`config.mk`:
```
export PLATFORM = sky130hd
export DESIGN_NAME = binary_to_residue_seq_flat
export DESIGN_NICKNAME = d
export VERILOG_FILES = /design/src/rtl/binary_to_residue_seq_if.sv /design/src/rtl/binary_to_residue_seq.sv /design/src/flat_wrapper.sv
export SDC_FILE = /design/constraint.sdc
export NUM_CORES = 1
export LEC_CHECK = 0
export ABC_AREA = 1
export BUFFER_PORTS_ARGS = -buffer_cell sky130_fd_sc_hd__clkbuf_2
export CAP_MARGIN = 20
export CORE_UTILIZATION = 45
export DETAILED_ROUTE_END_ITERATION = 10
export PLACE_DENSITY = 0.69
export SYNTH_ARGS = -nofsm -noshare
export SYNTH_HDL_FRONTEND = slang
export SYNTH_SLANG_ARGS = --single-unit
```
`constraint.sdc`:
```
create_clock -name clk -period 4.07 [get_ports clk]
set_input_delay 0.814 -clock clk [delete_from_list [all_inputs] [get_ports clk]]
set_output_delay 0.814 -clock clk [all_outputs]
set_load 0.02 [all_outputs]
```
`src/rtl/binary_to_residue_seq_if.sv`:
```
// binary_to_residue_seq_if
//   Handshake bundle between an operand source, the binary-to-residue converter
//   and the residue consumer.
//
//   Input side : in_valid/in_ready handshake carrying in_x (operand) and in_m (modulus).
//   Output side: out_valid/out_ready handshake carrying out_r (residue) and out_err
//                (zero-modulus flag).
//
//   master : the environment (source and consumer).
//   slave  : the converter.
interface binary_to_residue_seq_if #(
   parameter int unsigned DATA_W = 16,
   parameter int unsigned MOD_W  = 4
);
   logic              in_valid;
   logic              in_ready;
   logic [DATA_W-1:0] in_x;
   logic [MOD_W-1:0]  in_m;
   logic              out_valid;
   logic              out_ready;
   logic [MOD_W-1:0]  out_r;
   logic              out_err;

   modport master (
      output in_valid,
      output in_x,
      output in_m,
      output out_ready,
      input  in_ready,
      input  out_valid,
      input  out_r,
      input  out_err
   );

   modport slave (
      input  in_valid,
      input  in_x,
      input  in_m,
      input  out_ready,
      output in_ready,
      output out_valid,
      output out_r,
      output out_err
   );
endinterface

```
`src/rtl/binary_to_residue_seq.sv`:
```
// binary_to_residue_seq
//   Sequential forward converter: reduces an unsigned DATA_W-bit operand modulo a
//   runtime MOD_W-bit modulus by restoring shift-and-subtract, one operand bit per
//   clock. The residue is always normalised to 0..m-1. A zero modulus finishes
//   immediately with out_err set and out_r = 0.
//
// Ports
//   clk : rising-edge clock
//   rst : synchronous, active-high reset
//   bus : slave side of binary_to_residue_seq_if
//         in_valid/in_ready, in_x, in_m   - operand handshake (sampled on accept only)
//         out_valid/out_ready, out_r, out_err - result handshake (held until accepted)
//
// Latency: result valid DATA_W edges after the accept edge (zero modulus: visible
// right after the accept edge). Throughput: one result per DATA_W+2 cycles.
module binary_to_residue_seq #(
   parameter int unsigned DATA_W = 16,
   parameter int unsigned MOD_W  = 4
) (
   input logic                    clk,
   input logic                    rst,
   binary_to_residue_seq_if.slave bus
);

   localparam int unsigned CntW = $clog2(DATA_W + 1);
   localparam logic [CntW-1:0] LastStep = CntW'(DATA_W - 1);

   typedef enum logic [1:0] {
      StIdle,
      StRun,
      StDone
   } state_e;

   state_e            state_q;
   logic [DATA_W-1:0] x_q;    // operand, consumed MSB first
   logic [MOD_W-1:0]  m_q;    // latched modulus
   logic [MOD_W:0]    r_q;    // partial remainder, one guard bit
   logic [CntW-1:0]   cnt_q;  // completed RUN steps
   logic              out_valid_q;
   logic [MOD_W-1:0]  out_r_q;
   logic              out_err_q;

   // One restoring step: bring in the next operand bit, subtract M if it fits.
   logic [MOD_W:0] step_t;
   logic [MOD_W:0] step_diff;
   logic           step_ge;
   logic [MOD_W:0] r_next;

   always_comb begin
      step_t    = {r_q[MOD_W-1:0], x_q[DATA_W-1]};
      step_diff = step_t - {1'b0, m_q};
      step_ge   = (step_t >= {1'b0, m_q});
      r_next    = step_ge ? step_diff : step_t;
   end

   always_ff @(posedge clk) begin
      if (rst) begin
         state_q     <= StIdle;
         x_q         <= '0;
         m_q         <= '0;
         r_q         <= '0;
         cnt_q       <= '0;
         out_valid_q <= 1'b0;
         out_r_q     <= '0;
         out_err_q   <= 1'b0;
      end else begin
         unique case (state_q)
            StIdle: begin
               // in_ready is high whenever we are idle and out of reset.
               if (bus.in_valid) begin
                  x_q   <= bus.in_x;
                  m_q   <= bus.in_m;
                  r_q   <= '0;
                  cnt_q <= '0;
                  if (bus.in_m == '0) begin
                     state_q     <= StDone;
                     out_valid_q <= 1'b1;
                     out_r_q     <= '0;
                     out_err_q   <= 1'b1;
                  end else begin
                     state_q <= StRun;
                  end
               end
            end

            StRun: begin
               r_q   <= r_next;
               x_q   <= x_q << 1;
               cnt_q <= cnt_q + 1'b1;
               if (cnt_q == LastStep) begin
                  state_q     <= StDone;
                  out_valid_q <= 1'b1;
                  out_r_q     <= r_next[MOD_W-1:0];
                  out_err_q   <= 1'b0;
               end
            end

            StDone: begin
               // Result stays put until the consumer takes it.
               if (bus.out_ready) begin
                  state_q     <= StIdle;
                  out_valid_q <= 1'b0;
               end
            end

            default: begin
               state_q     <= StIdle;
               out_valid_q <= 1'b0;
            end
         endcase
      end
   end

   assign bus.in_ready  = (state_q == StIdle) && !rst;
   assign bus.out_valid = out_valid_q;
   assign bus.out_r     = out_r_q;
   assign bus.out_err   = out_err_q;

   // The remainder stays below M after every step, so the guard bit never sets
   // and every delivered residue is already in range.
   a_guard_clear: assert property (@(posedge clk) disable iff (rst) !r_q[MOD_W]);
   a_residue_in_range: assert property (@(posedge clk) disable iff (rst)
      (out_valid_q && !out_err_q) |-> (out_r_q < m_q));

endmodule
```
`src/flat_wrapper.sv`:
```
// flat-port wrapper written by rule: the top's interface ports become plain ports
module binary_to_residue_seq_flat 
#(
   parameter int unsigned DATA_W = 16,
   parameter int unsigned MOD_W  = 4
)
  (clk, rst, bus_in_valid, bus_in_x, bus_in_m, bus_out_ready, bus_in_ready, bus_out_valid, bus_out_r, bus_out_err);
  binary_to_residue_seq_if #(.DATA_W(DATA_W), .MOD_W(MOD_W)) bus_i ();
  input logic clk;
  input logic rst;
  input wire logic [$bits(bus_i.in_valid)-1:0] bus_in_valid;
  input wire logic [$bits(bus_i.in_x)-1:0] bus_in_x;
  input wire logic [$bits(bus_i.in_m)-1:0] bus_in_m;
  input wire logic [$bits(bus_i.out_ready)-1:0] bus_out_ready;
  output wire logic [$bits(bus_i.in_ready)-1:0] bus_in_ready;
  output wire logic [$bits(bus_i.out_valid)-1:0] bus_out_valid;
  output wire logic [$bits(bus_i.out_r)-1:0] bus_out_r;
  output wire logic [$bits(bus_i.out_err)-1:0] bus_out_err;
  assign bus_i.in_valid = bus_in_valid;
  assign bus_i.in_x = bus_in_x;
  assign bus_i.in_m = bus_in_m;
  assign bus_i.out_ready = bus_out_ready;
  assign bus_in_ready = bus_i.in_ready;
  assign bus_out_valid = bus_i.out_valid;
  assign bus_out_r = bus_i.out_r;
  assign bus_out_err = bus_i.out_err;
  binary_to_residue_seq #(.DATA_W(DATA_W), .MOD_W(MOD_W)) u_core (.clk(clk), .rst(rst), .bus(bus_i));
endmodule
```
==> reports/metrics.json, run 1 <==
{
  "critical_path": {
    "cp-startpoint": "rst",
    "critical_path_required_ns": 3.26,
    "crit_path_start_kind": "input port",
    "worstSetupPathDepth": 3,
    "critical-path-top-cell-by-count": "clkbuf_2",
    "timing.rr.start": "u_core.state_q[0]$_SDFFE_PP0P_",
    "timing.critical_path.cells": "clkbuf_2 -> nor3_1 -> clkbuf_2",
    "endpoint_kind": "output pin",
    "cp_max_fo": 12,
    "critical-path-slowest-cell": "clkbuf_2",
    "path_buf_inv": 2,
    "cp_top_family": "buffers and inverters",
    "worst_ep_arrival_time_ns": 1.38,
    "worstRegToRegCells": 7,
    "critical_path.max_stage_delay_ns": 0.20,
    "crit_type": "in -> out"
  },
  "cells_and_area": {
    "layout.nets": 289,
    "insertedDiodeCount": 0,
    "fillCellCount": 366,
    "finalNonFillerCells": 306,
    "drive_gt1_share_pct": 17.4,
    "syn2layout_area_growth_pct": 14.7
  },
  "place": {
    "place_congestion": 0.804,
    "post-dp-hpwl_um": 2440,
    "io_buffer_count": 30,
    "place_ws_ns": 1.86,
    "dpl.cell_count": 299
  },
  "routing": {
    "final_antenna_net_count": 0,
    "drt-pass1-iter-count": 4,
    "via_per_inst": 4.94,
    "wl_per_cell_um": 11.2,
    "via_count": 1511,
    "detail_route.iter0.violations": 67,
    "routed_wirelength_um": 3430,
    "number_of_drc_violations_after_detailed_routing": 0
  },
  "cts": {
    "worst_setup_hold_path_clk_slew_ns": 0.07,
    "postCtsSetupRepairBufs": 0,
    "cts_hold_buf": 0,
    "cts.sink_count": 37,
    "worstSkewPairLatency_ns": 0.29,
    "clock-root-buffer": "clkbuf_8",
    "cts_buffers": 5,
    "post_cts.resized_instances": 0,
    "cts-htree-levels": 2,
    "cts_tree": "done",
    "clock_tree.buffer_depth": 2
  },
  "flow_run": {
    "maxCapViolCount": 0
  },
  "sta": {
    "slew_headroom_pct": 55.5,
    "final.period_utilization_pct": 54.0,
    "max_slew.worst_pin.slew_ns": 0.666,
    "max_freq_ghz": 0.455,
    "fin_setup_tns_ns": 0,
    "slew_violations": 0,
    "layout_setup_ws_ns": 1.87,
    "layout_min_cycle_time_ns": 2.20,
    "rsz0062_at_grt": "no",
    "setup_viol_count_final": 0,
    "clock-skew-final_ns": 0.00673,
    "final_hold_vio_count": 0
  },
  "logic_synthesis": {
    "synth_top_family_by_area": "simple AND/OR/NAND/NOR gates",
    "synth_fp_nets": 261,
    "yosys_warnings": 0,
    "synth_compound_gate_area_share_pct": 20.5,
    "post_synth_xor_area_fraction_pct": 0.513,
    "synthesis.area_mm2": 0.00171,
    "synth_sequential_area_ratio_pct": 43.4,
    "muxShareOfSynthArea_pct": 0,
    "yosys_register_bits": 37,
    "synth.avg_cell_area_um2": 7.42,
    "synth_simple_gate_area_share_pct": 22.2,
    "post_synth_num_cell_types": 28,
    "post_synthesis_share_of_cell_area_spent_on_full_adders_half_adders_and_majority_gates_pct": 5.57,
    "post_synth_inst_count": 230
  },
  "floorplan": {
    "die_x_um": 63.6,
    "core_mm2": 0.00366,
    "die_area_mm2": 0.00404,
    "initial_core_util_pct": 46.6,
    "std_cell_rows": 22,
    "die_height_um": 63.6,
    "io_pins": 31
  },
  "pwr": {
    "pwr-share-seq_pct": 37.6,
    "cellPowerDensity_mw_per_mm2": 801,
    "power_leakage_uw": 0.000858,
    "finalPower_uw": 1570,
    "clkPwrFrac_pct": 16.2,
    "cell_internal_pwr_uw": 884,
    "power.share.combinational_pct": 46.2,
    "p_sw_uw": 682,
    "power.switching_fraction_pct": 43.5,
    "power.ir.vdd_worst_mv": 0.357
  },
  "grt": {
    "largest_net_degree_at_the_start_of_global_routing": 34,
    "grt.total_usage_pct": 19.1,
    "grt_first_pass_wirelength_um": 6050,
    "first_global_vias": 1369,
    "overflow": 0,
    "antenna_violations_before_repair": 0
  },
  "min_path": {
    "worstHoldPathCells": 2,
    "critical_hold_path_startpoint": "u_core.cnt_q[4]$_SDFFE_PP0P_",
    "hold_class": "reg -> reg"
  },
  "run_status": {
    "outcome": "completed"
  }
}
[routing by layer]
metal	GRT usage (%)	part of all wire, %
met1	24.6	53
met2	29.8	41
met3	7.43	5.0
met4	4.26	0.88
met5	0	0
[stage by stage]
| stage | utilization (%) | area (um^2) | hold WS, ns |
|---|---|---|---|
| after floorplan | - | 1710 | 0.433 |
| after global placement | 51.1 | 1870 | 0.451 |
| after detailed placement | 51.1 | 1870 | 0.461 |
| after CTS | 53.5 | 1960 | 0.471 |
| after global routing | 53.5 | 1960 | 0.492 |
| final | 53.5 | 1960 | 0.466 |
[cell families (layout without fill, tap and decap cells)]
| kind of cell | count (synthesis) | after routing |
|---|---|---|
| simple gates | 87 | 87 |
| compound gates | 66 | 66 |
| fa+ha+maj | 7 | 7 |
| buf+inv | 32 | 60 |
| xor+xnor | 1 | 1 |
| flops | 37 | 37 |
[flip-flops by register name (all words and copies together), names as in the netlist]
name / count
u_core.bus.out_err: 1
u_core.bus.out_r: 4
u_core.bus.out_valid: 1
u_core.cnt_q: 5
u_core.m_q: 4
u_core.r_q: 4
u_core.state_q: 2
u_core.x_q: 16
[cells in the final DEF (no fill, tap or decap), types with 5 or more instances in the layout]
cell       n
nand2_1   60
dfxtp_1   37
clkbuf_2  30
a21oi_1   23
o21ai_0   23
inv_1     19
a31oi_1   15
nand3_1   12
ha_1       6
clkbuf_8   6
nor2_1     5
o21ai_1    5
[cells in the mapped netlist]
cell	number	area [um^2]
nand3b_1	1	7.51
dfxtp_1	37	741
nor2_4	1	11.3
a21oi_1	23	115
buf_2	4	20.0
nand2_4	1	11.3
nand2_1	60	225
nor2_1	5	18.8
inv_1	19	71.3
clkinv_2	1	5.00
clkbuf_1	2	7.51
nand2_2	1	6.26
nand4_1	1	6.26
or2_2	1	6.26
ha_1	6	75.1
fa_1	1	20.0
nor3_1	2	10.0
o21ai_0	23	115
nand3_2	1	10.0
xor2_1	1	8.76
clkinv_1	1	3.75
a31oi_1	15	93.8
inv_2	2	7.51
nand3_1	12	60.1
buf_1	1	3.75
buf_4	2	15.0
o21ai_1	5	25.0
nor2_2	1	6.26
[layout make-up]
class,instances,area (um^2),area share [%]
Multi-Input combinational cell,161,832,42.5
Sequential cell,37,741,37.9
Timing Repair Buffer,30,150,7.67
Inverter,23,87.6,4.48
Clock buffer,7,86.3,4.41
Tap cell,48,60.1,3.07
[final timing paths]
path                             endpoint  slack (ns)
max                          bus_in_ready        1.87
min          u_core.cnt_q[4]$_SDFFE_PP0P_        0.47
max reg2reg    u_core.r_q[1]$_SDFFE_PP0P_        1.94
min reg2reg  u_core.cnt_q[4]$_SDFFE_PP0P_        0.47
[worst reg2reg max path: cells and delay by family, from the launching register on]
family / cells / cell delay (ns)
AO/OA/AOI/OAI: 1 / 0.07
buffers and inverters: 3 / 0.67
flip-flops: 1 / 0.40
AND/OR/NAND/NOR: 3 / 0.88
[power by group through the flow]
stage / clock network [uW] / logic (uW) / registers [uW]
2_1_floorplan: 0 / 563 / 611
3_3_place_gp: 0 / 720 / 595
3_5_place_dp: 0 / 728 / 594
4_1_cts: 264 / 732 / 589
5_1_grt: 277 / 836 / 606
6_report: 254 / 724 / 589
Note: power is estimated with default switching activity, not from simulation.
==> run 2, diff against run 1 <==
- ABC_AREA: 1 -> 0
- PLACE_DENSITY: 0.69 -> 0.71
- clock period: 4.07 -> 2 ns (I/O delays scaled with it)
==> reports/metrics.json, run 2 <==
{
  "cells_and_area": {
    "layout.nets": 284,
    "finalNonFillerCells": 302,
    "registers_with_the_most_flip_flops": "u_core.x_q: 16 flops, u_core.cnt_q: 5 flops",
    "most-common-layout-cells": "nand2_1, nor2_1, dfxtp_1",
    "syn2layout_area_growth_pct": 20.8,
    "register_bank_with_the_most_flops": "u_core.x_q",
    "largest_reg_flops": 16,
    "mostFrequentLayoutCell": "nand2_1",
    "insertedDiodeCount": 0,
    "fillCellCount": 355,
    "drive_gt1_share_pct": 28.0
  },
  "floorplan": {
    "die_area_mm2": 0.00439,
    "io_pins": 31,
    "core_mm2": 0.00380,
    "die_x_um": 66.2,
    "std_cell_rows": 22,
    "initial_core_util_pct": 48.9,
    "die_height_um": 66.2
  },
  "logic_synthesis": {
    "post_synth_num_cell_types": 41,
    "synth_fp_nets": 251,
    "synthTopCellsByCount": "nand2_1, dfxtp_1, nor2_1",
    "yosys.cell_count.top_type": "nand2_1",
    "post_synth_inst_count": 220,
    "yosys_warnings": 0,
    "post-synth-top-area-cell": "dfxtp_1",
    "netlist_top_cells_area": "dfxtp_1, nand2_1, a311oi_1",
    "synthesis.area_mm2": 0.00186,
    "ys.flop_type": "dfxtp_1",
    "yosys_register_bits": 37,
    "synth_top_area_share_pct": 39.9,
    "postSynth.asyncResetShare_pct": 0,
    "synth_sequential_area_ratio_pct": 39.9,
    "synth_enable_flop_cells": 0,
    "synth.avg_cell_area_um2": 8.44
  },
  "routing": {
    "via_count": 1598,
    "detail_route.iter0.violations": 97,
    "final_antenna_net_count": 0,
    "drt-pass1-iter-count": 4,
    "routed_wirelength_um": 4010,
    "number_of_drc_violations_after_detailed_routing": 0,
    "via_per_inst": 5.29,
    "wl_per_cell_um": 13.3
  },
  "critical_path": {
    "worst_ep_arrival_time_ns": 2.11,
    "critical_path.max_stage_delay_ns": 0.34,
    "critical-path-slowest-cell": "a2111oi_4",
    "cp_max_fo": 5,
    "timing.critical_path.cells": "inv_2 -> ha_4 -> nand2b_4 -> a2111oi_4 -> o21bai_4 -> mux2_4 -> o41ai_2",
    "crit_type": "reg -> reg",
    "crit_path_start_kind": "flip-flop",
    "endpoint_kind": "flip-flop",
    "critical_path_required_ns": 2.20
  },
  "cts": {
    "cts_hold_buf": 0,
    "cts_tree": "done",
    "worstSkewPairLatency_ns": 0.30,
    "clock-root-buffer": "clkbuf_8",
    "cts.sink_count": 37,
    "cts_buffers": 5,
    "cts-htree-levels": 2,
    "worst_setup_hold_path_clk_slew_ns": 0.08,
    "clock_tree.buffer_depth": 2
  },
  "place": {
    "dpl.cell_count": 292,
    "place_congestion": 0.817,
    "post-dp-hpwl_um": 2670,
    "io_buffer_count": 30
  },
  "sta": {
    "slew_headroom_pct": 77.2,
    "max_freq_ghz": 0.525,
    "worst_hold_slack_ns": 0.335,
    "clock-skew-final_ns": 0.0114,
    "final_hold_vio_count": 0,
    "rsz0062_at_grt": "no",
    "layout_min_cycle_time_ns": 1.91,
    "max_slew.worst_pin.slew_ns": 0.342,
    "slew_violations": 0,
    "final.period_utilization_pct": 95.3,
    "setup_viol_count_final": 0
  },
  "min_path": {
    "hold_class": "in -> reg"
  },
  "grt": {
    "largest_net_degree_at_the_start_of_global_routing": 34,
    "grt.total_usage_pct": 20.2,
    "first_global_vias": 1436,
    "grt_first_pass_wirelength_um": 6590,
    "overflow": 0,
    "antenna_violations_before_repair": 0
  },
  "flow_run": {
    "maxCapViolCount": 0
  },
  "pwr": {
    "power_leakage_uw": 0.000928,
    "power.ir.vdd_worst_mv": 0.533,
    "cellPowerDensity_mw_per_mm2": 832
  },
  "run_status": {
    "outcome": "completed"
  }
}
==> run 2: changes by cell type after synthesis, sizes merged, moves of 4 or more <==
| cell | delta |
|---|---|
| nand3b | +4 |
| nor2b | +5 |
| nand3 | -10 |
| a21oi | -13 |
| nor2 | +30 |
| inv | -13 |
| nand2 | -23 |
| o21ai | -26 |
| a311oi | +16 |
| clkbuf | +4 |
| a31oi | -13 |
==> run 2: cell families (layout without fill, tap and decap cells) <==
family                   count (synthesis)  count (layout)  synth area share [%]
AO/OA/AOI/OAI                           44              44                  20.6
XOR/XNOR                                 2               2                 0.944
adder cells (fa/ha/maj)                  7               7                  5.12
buffers and inverters                   24              58                  5.79
flip-flops                              37              37                  39.9
multiplexers                             4               4                  2.96
AND/OR/NAND/NOR                        102             102                  24.7
==> run 2: critical path: cells and delay by family (launching register included) <==
| kind | cells | cell delay (ns) |
|---|---|---|
| buffers and inverters | 1 | 0.07 |
| multiplexers | 1 | 0.33 |
| AND/OR/NAND/NOR | 1 | 0.14 |
| flip-flops | 1 | 0.33 |
| adder cells (fa/ha/maj) | 1 | 0.19 |
| AO/OA/AOI/OAI | 3 | 0.75 |
==> run 2: timing repair <==
item,4_1_cts,5_1_grt
buffers inserted,1,1
resized for setup,4,2
pin swaps,1,1
endpoints found under the setup margin,3,2
==> run 2: metal layers <==
metal  track usage (%)  share of wire (%)  vias to the layer above
li1                  -                  -                      835
met1              27.9                 48                      729
met2              30.7                 46                       29
met3              4.66                4.8                        5
met4              6.38               0.95                        0
met5                 0                  0                        -
==> run 2: final timing paths <==
| check | from | slack, ns | cells past startpoint | end |
|---|---|---|---|---|
| worst min register to register | u_core.x_q[3]$_SDFFE_PP0P_ | 0.46 | 2 | u_core.x_q[4]$_SDFFE_PP0P_ |
| worst max-delay path | u_core.x_q[15]$_SDFFE_PP0P_ | 0.09 | 7 | u_core.bus.out_r[0]$_SDFFE_PP0P_ |
| worst min-delay path | bus_in_x[7] | 0.34 | 3 | u_core.x_q[7]$_SDFFE_PP0P_ |
| worst max register to register | u_core.x_q[15]$_SDFFE_PP0P_ | 0.09 | 7 | u_core.bus.out_r[0]$_SDFFE_PP0P_ |
==> run 2: per-stage QoR <==
step / TNS, ns / area [um^2] / setup WS [ns] / power [uW] / utilization, %
finish: 0 / 2240 / 0.0946 / 1870 / 59.0
global route: 0 / 2240 / 0.0231 / 1950 / 59.0
CTS: 0 / 2220 / 0.0230 / 1860 / 58.4
detailed placement: -0.151 / 2080 / -0.0682 / 1190 / 54.7
global placement: 0 / 2080 / 0.0314 / 1190 / 54.7
floorplan: 0 / 1870 / 0.0492 / 1100 / -
==> run 2: layout make-up <==
| cell class | instances | area [um^2] | share of cell area, % |
|---|---|---|---|
| inverters | 8 | 30.0 | 1.34 |
| multi-input cells | 159 | 1050 | 47.0 |
| clock buffers | 5 | 68.8 | 3.07 |
| clock inverters | 3 | 46.3 | 2.06 |
| repair buffers | 42 | 240 | 10.7 |
| flip-flops and latches | 37 | 743 | 33.1 |
| well taps | 48 | 60.1 | 2.68 |
==> run 2: report_power, final <==
part,switching [uW],internal (uW)
sequential,30.7,785
clock,291,373
combinational,204,181
total,526,1340
